<file path="src/rtl/log_wr_arb.sv">
// Two-requester write arbiter for a circular log memory: reserves space per entry,
// streams the owner's beats into the log and tracks occupancy against consumer frees.
module log_wr_arb #(
  parameter int ADDR_W = 10,
  parameter int LEN_W  = 6
) (
  input  logic                  clk,
  input  logic                  rst,
  input  logic [1:0]            src_req_val,
  input  logic [2*LEN_W-1:0]    src_req_len,
  output logic [1:0]            arb_src_grant,
  input  logic [1:0]            src_wr_val,
  input  logic [1:0]            src_wr_last,
  output logic [1:0]            arb_src_wr_rdy,
  output logic                  arb_mem_wr_val,
  output logic [ADDR_W-1:0]     arb_mem_wr_addr,
  output logic                  arb_mem_wr_src,
  input  logic                  mem_arb_wr_rdy,
  input  logic                  log_free_val,
  input  logic [LEN_W-1:0]      log_free_len,
  output logic [ADDR_W:0]       log_used,
  output logic                  arb_err
);

  localparam int UW = ADDR_W + 1;
  localparam int CW = ((ADDR_W > LEN_W) ? ADDR_W : LEN_W) + 2;

  typedef enum logic {IDLE = 1'b0, XFER = 1'b1} state_t;

  state_t             state;
  state_t             state_next;
  logic               owner;
  logic [LEN_W-1:0]   len_q;
  logic [ADDR_W-1:0]  wr_ptr;
  logic [LEN_W-1:0]   beat_cnt;
  logic               rr_prio;

  logic               winner;
  logic [LEN_W-1:0]   win_len;
  logic [CW-1:0]      space;
  logic               do_grant;
  logic               hs;
  logic               last_beat;
  logic               mismatch;
  logic [CW-1:0]      post;
  logic               over;
  logic [CW-1:0]      used_next;

  // Winner selection and space check against the registered occupancy.
  always_comb begin
    if (src_req_val == 2'b11) begin
      winner = rr_prio;
    end else begin
      winner = src_req_val[1];
    end
    win_len  = winner ? src_req_len[LEN_W +: LEN_W] : src_req_len[0 +: LEN_W];
    space    = (CW'(1) << ADDR_W) - CW'(log_used);
    do_grant = (state == IDLE) && (|src_req_val) && (CW'(win_len) <= space) && !rst;
  end

  // Beat handshake, end-of-entry detection and last-flag consistency.
  always_comb begin
    hs        = (state == XFER) && src_wr_val[owner] && mem_arb_wr_rdy;
    last_beat = (beat_cnt == LEN_W'(len_q - LEN_W'(1)));
    mismatch  = hs && (src_wr_last[owner] != last_beat);
  end

  // Occupancy update: reserve and free in the same cycle, clamping on over-free.
  always_comb begin
    post = CW'(log_used) + (do_grant ? CW'(win_len) : CW'(0));
    over = log_free_val && (CW'(log_free_len) > post);
    if (!log_free_val) begin
      used_next = post;
    end else if (over) begin
      used_next = CW'(0);
    end else begin
      used_next = post - CW'(log_free_len);
    end
  end

  // State register.
  always_ff @(posedge clk) begin
    if (rst) begin
      state <= IDLE;
    end else begin
      state <= state_next;
    end
  end

  // Next-state logic; a zero-length grant completes without a transfer.
  always_comb begin
    state_next = state;
    case (state)
      IDLE: begin
        if (do_grant && (win_len != LEN_W'(0))) begin
          state_next = XFER;
        end else begin
          state_next = IDLE;
        end
      end
      XFER: begin
        if (hs && last_beat) begin
          state_next = IDLE;
        end else begin
          state_next = XFER;
        end
      end
      default: state_next = IDLE;
    endcase
  end

  // Outputs; everything is held low while reset is asserted.
  always_comb begin
    arb_src_grant   = 2'b00;
    arb_src_wr_rdy  = 2'b00;
    arb_mem_wr_val  = 1'b0;
    arb_mem_wr_addr = '0;
    arb_mem_wr_src  = 1'b0;
    if (rst) begin
      arb_src_grant = 2'b00;
    end else begin
      case (state)
        IDLE: arb_src_grant[winner] = do_grant;
        XFER: begin
          arb_mem_wr_val        = src_wr_val[owner];
          arb_src_wr_rdy[owner] = mem_arb_wr_rdy;
          arb_mem_wr_addr       = wr_ptr;
          arb_mem_wr_src        = owner;
        end
        default: arb_src_grant = 2'b00;
      endcase
    end
  end

  // Datapath registers: ownership, pointers, occupancy and the sticky error.
  always_ff @(posedge clk) begin
    if (rst) begin
      owner    <= 1'b0;
      len_q    <= '0;
      wr_ptr   <= '0;
      beat_cnt <= '0;
      log_used <= '0;
      rr_prio  <= 1'b0;
      arb_err  <= 1'b0;
    end else begin
      log_used <= used_next[UW-1:0];
      if (over || mismatch) begin
        arb_err <= 1'b1;
      end
      if (do_grant) begin
        owner    <= winner;
        len_q    <= win_len;
        rr_prio  <= ~winner;
        beat_cnt <= '0;
      end
      if (hs) begin
        wr_ptr   <= wr_ptr + ADDR_W'(1);
        beat_cnt <= last_beat ? LEN_W'(0) : beat_cnt + LEN_W'(1);
      end
    end
  end

endmodule

</file>
<file path="config.mk">
export PLATFORM = sky130hd
export DESIGN_NAME = log_wr_arb
export DESIGN_NICKNAME = d
export VERILOG_FILES = /design/src/rtl/log_wr_arb.sv
export SDC_FILE = /design/constraint.sdc
export NUM_CORES = 1
export LEC_CHECK = 0
export CAP_MARGIN = 20
export CELL_PAD_IN_SITES_DETAIL_PLACEMENT = 0
export CELL_PAD_IN_SITES_GLOBAL_PLACEMENT = 1
export CORE_MARGIN = 5
export CORE_UTILIZATION = 40
export DETAILED_ROUTE_END_ITERATION = 8
export GPL_TIMING_DRIVEN = 1
export PLACE_DENSITY_LB_ADDON = 0.12
export SYNTH_ARGS = -nofsm -noshare
export SYNTH_HDL_FRONTEND = slang
export SYNTH_SLANG_ARGS = --single-unit
</file>
<file path="constraint.sdc">
create_clock -name clk -period 7.6 [get_ports clk]
set_input_delay 1.14 -clock clk [delete_from_list [all_inputs] [get_ports clk]]
set_output_delay 1.14 -clock clk [all_outputs]
set_load 0.05 [all_outputs]
</file>
==> impl_results.rst <==
.. list-table::
   :header-rows: 1

   * - Metric
     - Value
   * - Run status
     - finished, final reports clean
   * - Clock root buffer
     - sky130_fd_sc_hd__clkbuf_8
   * - Hold buffer count at CTS
     - 0
   * - Max-capacitance violation count
     - 0
   * - Number of input and output port buffers inserted
     - 55
   * - Total Routing Usage GR
     - 18.0%
   * - Setup violation total in the final timing report
     - 0
   * - Clk pin slew, worst setup/hold paths
     - 70 ps
   * - Relative contribution of combinational cells to total power
     - 61.0%
   * - Internal power
     - 0.642 mW
   * - Gp weighted congestion
     - 0.936
   * - CTS Buf Count
     - 5
   * - Layout cells sized above 1
     - 7.59%
   * - Longest individual stage delay on the worst path
     - 490 ps
   * - Via count of the first global-routing pass
     - 2,907
   * - Slew at the pin with the worst max-slew slack
     - 818 ps
   * - Initial DRC Count
     - 83
   * - Synth Warn #
     - 0
   * - Number of detailed-route iterations in the first pass
     - 4
   * - Largest fanout of any net on the critical path
     - 20
   * - Dominant combinational cell family by area after synthesis
     - simple AND/OR/NAND/NOR gates
   * - DR DRC count
     - 0
   * - Pleak
     - 1.63 nW
   * - Number of I/O pins
     - 56
   * - Power density cells
     - 312 nW/um2
   * - Die H
     - 99.0 um
   * - Data required time at the worst endpoint
     - 7780 ps
   * - Post-synthesis instance area
     - 3170 um2
   * - Number of distinct library cells after synthesis
     - 69
   * - Most repeated cell in the gate-level netlist after synthesis
     - sky130_fd_sc_hd__dfxtp_1
   * - Clock power share
     - 14.7%
   * - Leading cell types by total area after synthesis
     - sky130_fd_sc_hd__dfxtp_1, sky130_fd_sc_hd__ha_1, sky130_fd_sc_hd__xor2_1
   * - Clock Sinks
     - 37
   * - Die Width
     - 99.0 um
   * - Post-Synth Simple-Gate Area
     - 24.2%
   * - Area enclosed by the die boundary
     - 9800 um2
   * - Class of the worst hold path
     - reg -> reg
   * - Cell with the largest stage delay on the worst path
     - sky130_fd_sc_hd__o21ai_1
   * - Synthesized instance count
     - 383
   * - Post-synth net total
     - 442
   * - Switching power total
     - 0.579 mW
   * - Number of diodes
     - 0
   * - Post-DR wirelength/cell
     - 16.2 um
   * - Average cell area after synthesis
     - 8.27 um2
   * - Signal arrival time at the worst endpoint
     - 6960 ps
   * - Final Routed Wirelength
     - 8690 um
   * - Global-route wire length before repair
     - 14,400 um
   * - Resize count post-CTS
     - 0
   * - Proportion of power drawn by flip-flops and latches
     - 24.3%
   * - Clock latency reported for the late side of the worst-skew pair
     - 290 ps
   * - Filler Cell Count
     - 778
   * - Number of H-tree levels
     - 2
   * - Area leader, netlist
     - sky130_fd_sc_hd__dfxtp_1
   * - Chain of cells forming the critical path
     - clkdlybuf4s50_1 -> inv_1 -> o21ai_1 -> mux2_2 -> ha_1 -> a21oi_1 -> o221ai_1 -> a31oi_1 -> o31ai_4 -> buf_4 -> nor2_1 -> ha_1 -> inv_1 -> fa_1 -> nand2b_1 -> a21oi_1 -> a21oi_1 -> ha_1 -> nand3_1 -> o21ai_0 -> a211oi_1 -> o211a_1 -> nand4_1 -> a32o_1
   * - Proportion of register bits with asynchronous set or reset after synthesis
     - 0%
   * - Detail Route Antenna Nets
     - 0
   * - Synth Flop Type
     - sky130_fd_sc_hd__dfxtp_1
   * - Crit start category
     - input pin
   * - Final-layout worst hold slack
     - 492 ps
   * - Standard-cell row count
     - 32
   * - Worst relative slew slack
     - 45.1%
   * - Total vias in the final route
     - 2,978
   * - Maximum buffer depth of the clock tree
     - 2
   * - Peak supply drop
     - 0.157 mV
   * - Synth-to-layout area growth
     - 23.4%
   * - Final net count
     - 493
   * - List of most frequent post-synthesis cells
     - sky130_fd_sc_hd__dfxtp_1, sky130_fd_sc_hd__nor2_1, sky130_fd_sc_hd__ha_1, sky130_fd_sc_hd__inv_1, sky130_fd_sc_hd__nand3_1
   * - Post-layout total power
     - 1.22 mW
   * - Total setup buffers inserted after CTS
     - 0
   * - Switching part of the total power
     - 47.5%
   * - Initial cell density of the core
     - 41.0%
   * - CP endpoint kind
     - register
   * - TritonCTS clock tree
     - done
   * - Count of flip-flops with a built-in enable after synthesis
     - 0
   * - End-of-flow core utilization
     - 50.6%
   * - Post-synthesis mux area share
     - 3.40%
   * - Critical setup path kind
     - in -> reg
   * - Share of the clock period used by the worst path
     - 89.1%
   * - Maximum number of pins on one net before global-route repair
     - 30
   * - Setup clock skew after layout
     - 6.21 ps
   * - Flip-flop and latch count after synthesis
     - 37
   * - Summed negative setup slack over all endpoints
     - 0 ps
   * - GRT Residual Overflow
     - 0
   * - Detailed placer's ending HPWL
     - 6990 um
   * - Unrepaired setup endpoints after global routing
     - false
   * - Sequential element share of the synthesized area
     - 23.4%
   * - XOR/XNOR Fraction of Synth Area
     - 8.57%
   * - Maximum operating frequency
     - 148 MHz
   * - Slew Limit Fails
     - 0
   * - Fin crit period
     - 6770 ps
   * - Share of the synthesized area in the top cell type
     - 23.4%
   * - Final hold viol count
     - 0
   * - Initial antenna violation count
     - 0
   * - Placeable core area
     - 7730 um2
   * - Ratio of routed vias to standard cells
     - 5.55
   * - Fraction of the mapped netlist area in adder cells
     - 12.7%
   * - Share of the synthesized area in compound gates (AO/OA/AOI/OAI)
     - 22.2%
[routing by layer]
layer | routed length [um] | vias to the layer above | share of wire, % | GRT usage, %
met2 | 4160 | 75 | 48 | 31.4
met5 | 0 | - | 0 | 0
met3 | 512 | 12 | 5.9 | 4.10
met4 | 161 | 0 | 1.9 | 6.09
li1 | - | 1496 | - | -
met1 | 3850 | 1395 | 44 | 21.6
[logic make-up (layout without fill, tap and decap cells)]
| group | after synthesis | count (layout) |
|---|---|---|
| adder cells (fa/ha/maj) | 31 | 31 |
| buffers and inverters | 41 | 93 |
| AND/OR/NAND/NOR | 142 | 142 |
| flip-flops | 37 | 37 |
| AO/OA/AOI/OAI | 91 | 91 |
| XOR/XNOR | 31 | 31 |
| multiplexers | 10 | 10 |
[flip-flops by register name (all words and copies together), names as in the netlist]
signal,cells
log_used,11
wr_ptr,10
beat_cnt,6
len_q,6
arb_err,1
owner,1
rr_prio,1
state,1
[path summary, 6_finish.rpt]
kind / cells past startpoint / end / slack [ps] / start
setup / recovery: 24 / log_used[5] / 830 / src_req_val[0]
hold / removal: 2 / wr_ptr[1] / 490 / wr_ptr[1]
setup reg to reg: 22 / log_used[5] / 1870 / rr_prio
hold reg to reg: 2 / wr_ptr[1] / 490 / wr_ptr[1]
[worst max-delay path, delay by kind of cell]
| kind | cells | cell delay, ps |
|---|---|---|
| AOI/OAI and AO/OA | 11 | 2500 |
| muxes | 1 | 430 |
| adders and majority gates | 4 | 1310 |
| and+or+nand+nor | 4 | 730 |
| buffers and inverters | 4 | 810 |
[final cells by class]
cell class	instances	area (um2)	share of cell area, %
well taps	102	128	3.27
repair buffers	57	566	14.5
clock inverters	1	30.0	0.768
flip-flops and latches	37	741	19.0
clock buffers	7	86.3	2.21
inverters	28	105	2.69
multi-input cells	305	2250	57.7
[through the flow]
step / area, um2 / worst slack, ps / cells
2_1_floorplan: 3170 / 1770 / 383
3_3_place_gp: 3790 / 766 / 529
3_5_place_dp: 3790 / 517 / 529
4_1_cts: 3910 / 806 / 537
5_1_grt: 3910 / 319 / 537
6_report: 3910 / 827 / 537
[layout by cell type, fill, tap and decap left out, drive strengths merged, types with 5 or more instances in the layout]
cell type / count
clkdlybuf4s50: 55
nand2b: 5
or3: 8
ha: 29
nor3: 8
mux2: 6
nand2: 18
and2: 12
a21oi: 14
clkbuf: 7
nand3: 23
nor2: 30
a21o: 6
xnor2: 15
nand4: 7
dfxtp: 37
nor2b: 8
xor2: 16
inv: 28
and3: 7
o21ai: 17
a31o: 7
[power by group through the flow]
stage                     logic, mW  clock network [mW]  registers [mW]
final                         0.745               0.180           0.296
after floorplan               0.498                   0           0.350
after detailed placement      0.747                   0           0.302
after global routing          0.820               0.191           0.305
after global placement        0.740                   0           0.303
after CTS                     0.751               0.184           0.298
(Power assumes the default switching activity.)
